==> config.mk <==
export PLATFORM = sky130hd
export DESIGN_NAME = pc_sequencer
export DESIGN_NICKNAME = d
export VERILOG_FILES = /design/src/rtl/pc_sequencer.sv
export SDC_FILE = /design/constraint.sdc
export NUM_CORES = 1
export LEC_CHECK = 0
export BUFFER_PORTS_ARGS = -buffer_cell sky130_fd_sc_hd__buf_2
export CORE_UTILIZATION = 54
export CTS_CLUSTER_SIZE = 8
export DETAILED_ROUTE_END_ITERATION = 16
export HOLD_SLACK_MARGIN = 0.06
export PLACE_DENSITY = 0.82
export SYNTH_ARGS = -nofsm -noshare
export SYNTH_HDL_FRONTEND = slang
export SYNTH_SLANG_ARGS = --single-unit
==> constraint.sdc <==
create_clock -name clk -period 4.79 [get_ports clk]
set_input_delay 1.1975 -clock clk [delete_from_list [all_inputs] [get_ports clk]]
set_output_delay 1.1975 -clock clk [all_outputs]
set_load 0.03 [all_outputs]
==> src/rtl/pc_sequencer.sv <==
// Instruction fetch and PC sequencer: fetches one word per instruction over a req/ready
// handshake, presents it to decode, and selects the next PC from control_unit decisions.
module pc_sequencer #(
  parameter logic [31:0] RESET_PC      = 32'h0000_0000,
  parameter int unsigned FETCH_TIMEOUT = 255
) (
  input  logic        clk,
  input  logic        rst_b,
  output logic        imem_req,
  output logic [31:0] imem_addr,
  input  logic        imem_ready,
  input  logic [31:0] imem_rdata,
  output logic [31:0] inst,
  output logic        inst_valid,
  input  logic        ctl_halted,
  input  logic        ctl_branch,
  input  logic        ctl_jump,
  input  logic        ctl_jump_register,
  input  logic [31:0] rs_data,
  input  logic        stall,
  output logic [31:0] pc,
  output logic        halted,
  output logic        fetch_timeout
);

  localparam int unsigned CntW = $clog2(FETCH_TIMEOUT + 1);

  typedef enum logic [2:0] {StIdle, StFetch, StExec, StHalt, StError} state_e;

  state_e          state_q, state_d;
  logic [31:0]     pc_q, pc_d;
  logic [31:0]     inst_q, inst_d;
  logic [CntW-1:0] cnt_q, cnt_d;
  logic            req_q, req_d;
  logic            valid_q, valid_d;
  logic            halted_q, halted_d;
  logic            tmo_q, tmo_d;
  logic [31:0]     pc4;
  logic [31:0]     br_off;

  assign pc4    = pc_q + 32'd4;
  assign br_off = {{14{inst_q[15]}}, inst_q[15:0], 2'b00};

  always_ff @(posedge clk or negedge rst_b) begin
    if (!rst_b) begin
      state_q  <= StIdle;
      pc_q     <= RESET_PC;
      inst_q   <= '0;
      cnt_q    <= '0;
      req_q    <= 1'b0;
      valid_q  <= 1'b0;
      halted_q <= 1'b0;
      tmo_q    <= 1'b0;
    end else begin
      state_q  <= state_d;
      pc_q     <= pc_d;
      inst_q   <= inst_d;
      cnt_q    <= cnt_d;
      req_q    <= req_d;
      valid_q  <= valid_d;
      halted_q <= halted_d;
      tmo_q    <= tmo_d;
    end
  end

  always_comb begin
    state_d = state_q;
    pc_d    = pc_q;
    inst_d  = inst_q;
    cnt_d   = cnt_q;
    unique case (state_q)
      StIdle: state_d = StFetch;
      StFetch: begin
        // Ready in the final wait cycle still completes the fetch.
        if (imem_ready) begin
          inst_d  = imem_rdata;
          cnt_d   = '0;
          state_d = StExec;
        end else begin
          cnt_d = cnt_q + CntW'(1);
          if (cnt_d == CntW'(FETCH_TIMEOUT)) state_d = StError;
        end
      end
      StExec: begin
        if (!stall) begin
          state_d = StFetch;
          if (ctl_halted)             state_d = StHalt;
          else if (ctl_jump_register) pc_d = {rs_data[31:2], 2'b00};
          else if (ctl_jump)          pc_d = {pc4[31:28], inst_q[25:0], 2'b00};
          else if (ctl_branch)        pc_d = pc4 + br_off;
          else                        pc_d = pc4;
        end
      end
      StHalt, StError: ;
      default: state_d = StIdle;
    endcase
  end

  // Outputs are registered from the next state so they line up with state_q.
  always_comb begin
    req_d    = (state_d == StFetch);
    valid_d  = (state_d == StExec);
    halted_d = (state_d == StHalt);
    tmo_d    = (state_d == StError);
  end

  assign imem_req      = req_q;
  assign imem_addr     = pc_q;
  assign inst          = inst_q;
  assign inst_valid    = valid_q;
  assign pc            = pc_q;
  assign halted        = halted_q;
  assign fetch_timeout = tmo_q;

endmodule

==> metrics <==
number of cells on the critical path=14; die width=110 µm; pin count of the biggest net entering global routing=78; max-cap viol count=0; DR vias=6061; worst setup slack after layout=0.440 ns; Worst Setup EP=imem_addr[30]$_DFFE_PN0P_; Synth async-reset ratio=1.00; Post-Syn Instances=738; # rows=38; Final ANT Viol Nets=0; share of post-route cells with drive strength above 1=0.266; placed insts=981; Vias/cell=6.07; total die area=0.0121 mm²; Synth-to-Final Area Change=16.0%; commonest cells in the netlist=dfrtp_1, a21oi_1, nor2_1; Setup Buffers After CTS=0; vias in the first global route=5570; Clock Latency Late Sink=0.34 ns; Routed WL=17700 µm; Pwr per Cell Area=602 mW/mm²; Fin. Hold Viols=0; Iteration-0 DRC Markers=372; unique cell type count in the Yosys netlist=61; Slew Viols, Final=0; Post-Syn Area=0.00627 mm²; slowest CP cell=dfrtp_1; crit-path max FO=8; Leak=3.49 nW; critical path startpoint category=flip-flop; Final HPWL DP=12500 µm; Worst Hold Class=reg -> reg; Worst Clk Skew=0.00703 ns; most frequent cell after synthesis=dfrtp_1; Reg2Reg Setup Slack=0.44 ns; Crit Path Class=reg -> reg; CTS Root Buffer Type=clkbuf_16; number of synthesized register bits=77; CP delay by family, top=compound AO/OA/AOI/OAI gates; Syn. warnings=0; CTS max path bufs=2; Yosys top cell area share=0.307; Post-Layout Cell Count=999; cell taking the most area after synthesis=dfrtp_1; Worst R2R Start=imem_addr[4]$_DFFE_PN0P_; WP data required=5.07 ns; setup TNS=0 ns; crit-path cells=and4_1 > nand4_2 > nor2_1 > xnor2_1 > ha_1 > a21o_1 > a221oi_1 > a21bo_1 > a221o_1 > a31oi_2 > o31ai_1 > a221oi_2 > mux2i_1 > o221a_1; core area=0.0111 mm²; Final GP Congestion=0.974; post-layout util=0.657; Worst Path Arrival=4.63 ns; RSZ-0062 raised after global routing=no; Avg Cell Area, Syn=8.50 µm²; Crit. End Element=flip-flop; Buffers & Inverters on Critical Path=0; Primary FF master, synth=dfrtp_1; Clock transition at path regs=0.07 ns; Boundary Pins=172; DRT Pass-1 Iters=5; dominant cells by area after synthesis=dfrtp_1, ha_1, a21oi_1; Clock Sinks=77; fmax=0.230 GHz; CTS tree=yes; fin nets=964; GRT Util Overall=0.303; Worst VDD drop=0.287 mV; worst reg2reg path depth=14; worst slack, placed=0.566 ns; first-pass GRT wire length=27800 µm; Hold-fix buffers, CTS=0; DRC viols=0; Final setup viols=0; IO buf count=165; antenna violations before repair=1; CP peak stage delay=0.50 ns; register area share after synthesis=0.307; FF-to-FF End=imem_addr[30]$_DFFE_PN0P_; Initial Utilization=0.566; Slew HR=0.327; hold path start=inst[29]$_DFFE_PN0P_; H-tree depth=3; CTS buffer count=9; GRT Residual Overflow=0; post-DR wirelength/cell=17.7 µm; post-layout min period=4.35 ns; crit share post-route=0.908; post_cts resized=0; start point of the critical path=imem_addr[4]$_DFFE_PN0P_; status=completed; die height=110 µm; Tightest Pin Transition=1.01 ns; Post-synth EDFFs=0
[worst min path at each step]
stage / cells past startpoint / endpoint / slack (ns)
after floorplan: 1 / cnt_q[5]$_DFFE_PN0P_ / 0.48
after global placement: 1 / inst[29]$_DFFE_PN0P_ / 0.49
after detailed placement: 1 / inst[29]$_DFFE_PN0P_ / 0.49
after CTS: 1 / inst[29]$_DFFE_PN0P_ / 0.51
after global routing: 1 / inst[27]$_DFFE_PN0P_ / 0.54
final: 1 / inst[29]$_DFFE_PN0P_ / 0.51
[sequential cells by signal, summed over array words and instances, names as in the netlist]
signal and count:
cnt_q 8, fetch_timeout 1, halted 1, imem_addr 30
imem_req 1, inst 32, inst_valid 1, state_q 3
[layer usage]
| layer | up-vias | routed length [µm] | share of wire | global-route usage |
|---|---|---|---|---|
| li1 | 2899 | - | - | - |
| met1 | 2868 | 7480 | 0.42 | 0.395 |
| met2 | 260 | 8380 | 0.47 | 0.496 |
| met3 | 32 | 1480 | 0.083 | 0.0717 |
| met4 | 2 | 325 | 0.018 | 0.0952 |
| met5 | - | 13 | 0.00074 | 0 |
[cell type report]
class | instances | area, µm²
Tap cell | 140 | 175
Timing Repair Buffer | 172 | 881
Sequential cell | 77 | 1930
Inverter | 20 | 75.1
Fill cell | 932 | 3800
Antenna cell | 2 | 5.00
Clock buffer | 10 | 229
Clock inverter | 6 | 95.1
Multi-Input combinational cell | 572 | 3890
[layout by cell type, fill, tap and decap left out, types with 17 or more instances in the layout]
master   instances
inv_1           17
mux2_2          31
a21oi_1         73
ha_1            39
o21ai_0         44
nand4_1         18
nand2_1         57
nand3_1         20
buf_2          164
nor2_1          59
dfrtp_1         77
xnor2_1         33
xor2_1          20
[where the power goes]
group,internal (mW),switching [mW]
Clock,0.462,0.295
Combinational,0.939,1.58
Sequential,0.832,0.274
[stage by stage]
step           total power, mW  hold WS [ns]  instance area [µm²]
2_1_floorplan             3.04         0.482                 6280
3_3_place_gp              3.53         0.488                 6950
3_5_place_dp              3.58         0.491                 6950
4_1_cts                   4.36         0.514                 7270
5_1_grt                   4.66         0.543                 7270
6_report                  4.38         0.512                 7280
[cell families after synthesis]
group / after synthesis / synth area share
AO/OA/AOI/OAI: 220 / 0.223
AND/OR/NAND/NOR: 215 / 0.169
buffers and inverters: 92 / 0.0756
flip-flops: 77 / 0.307
XOR/XNOR: 53 / 0.0740
adder cells (fa/ha/maj): 40 / 0.0810
multiplexers: 40 / 0.0700
other: 1 / 0.000598
No activity file was read; power rests on OpenSTA's default activity.
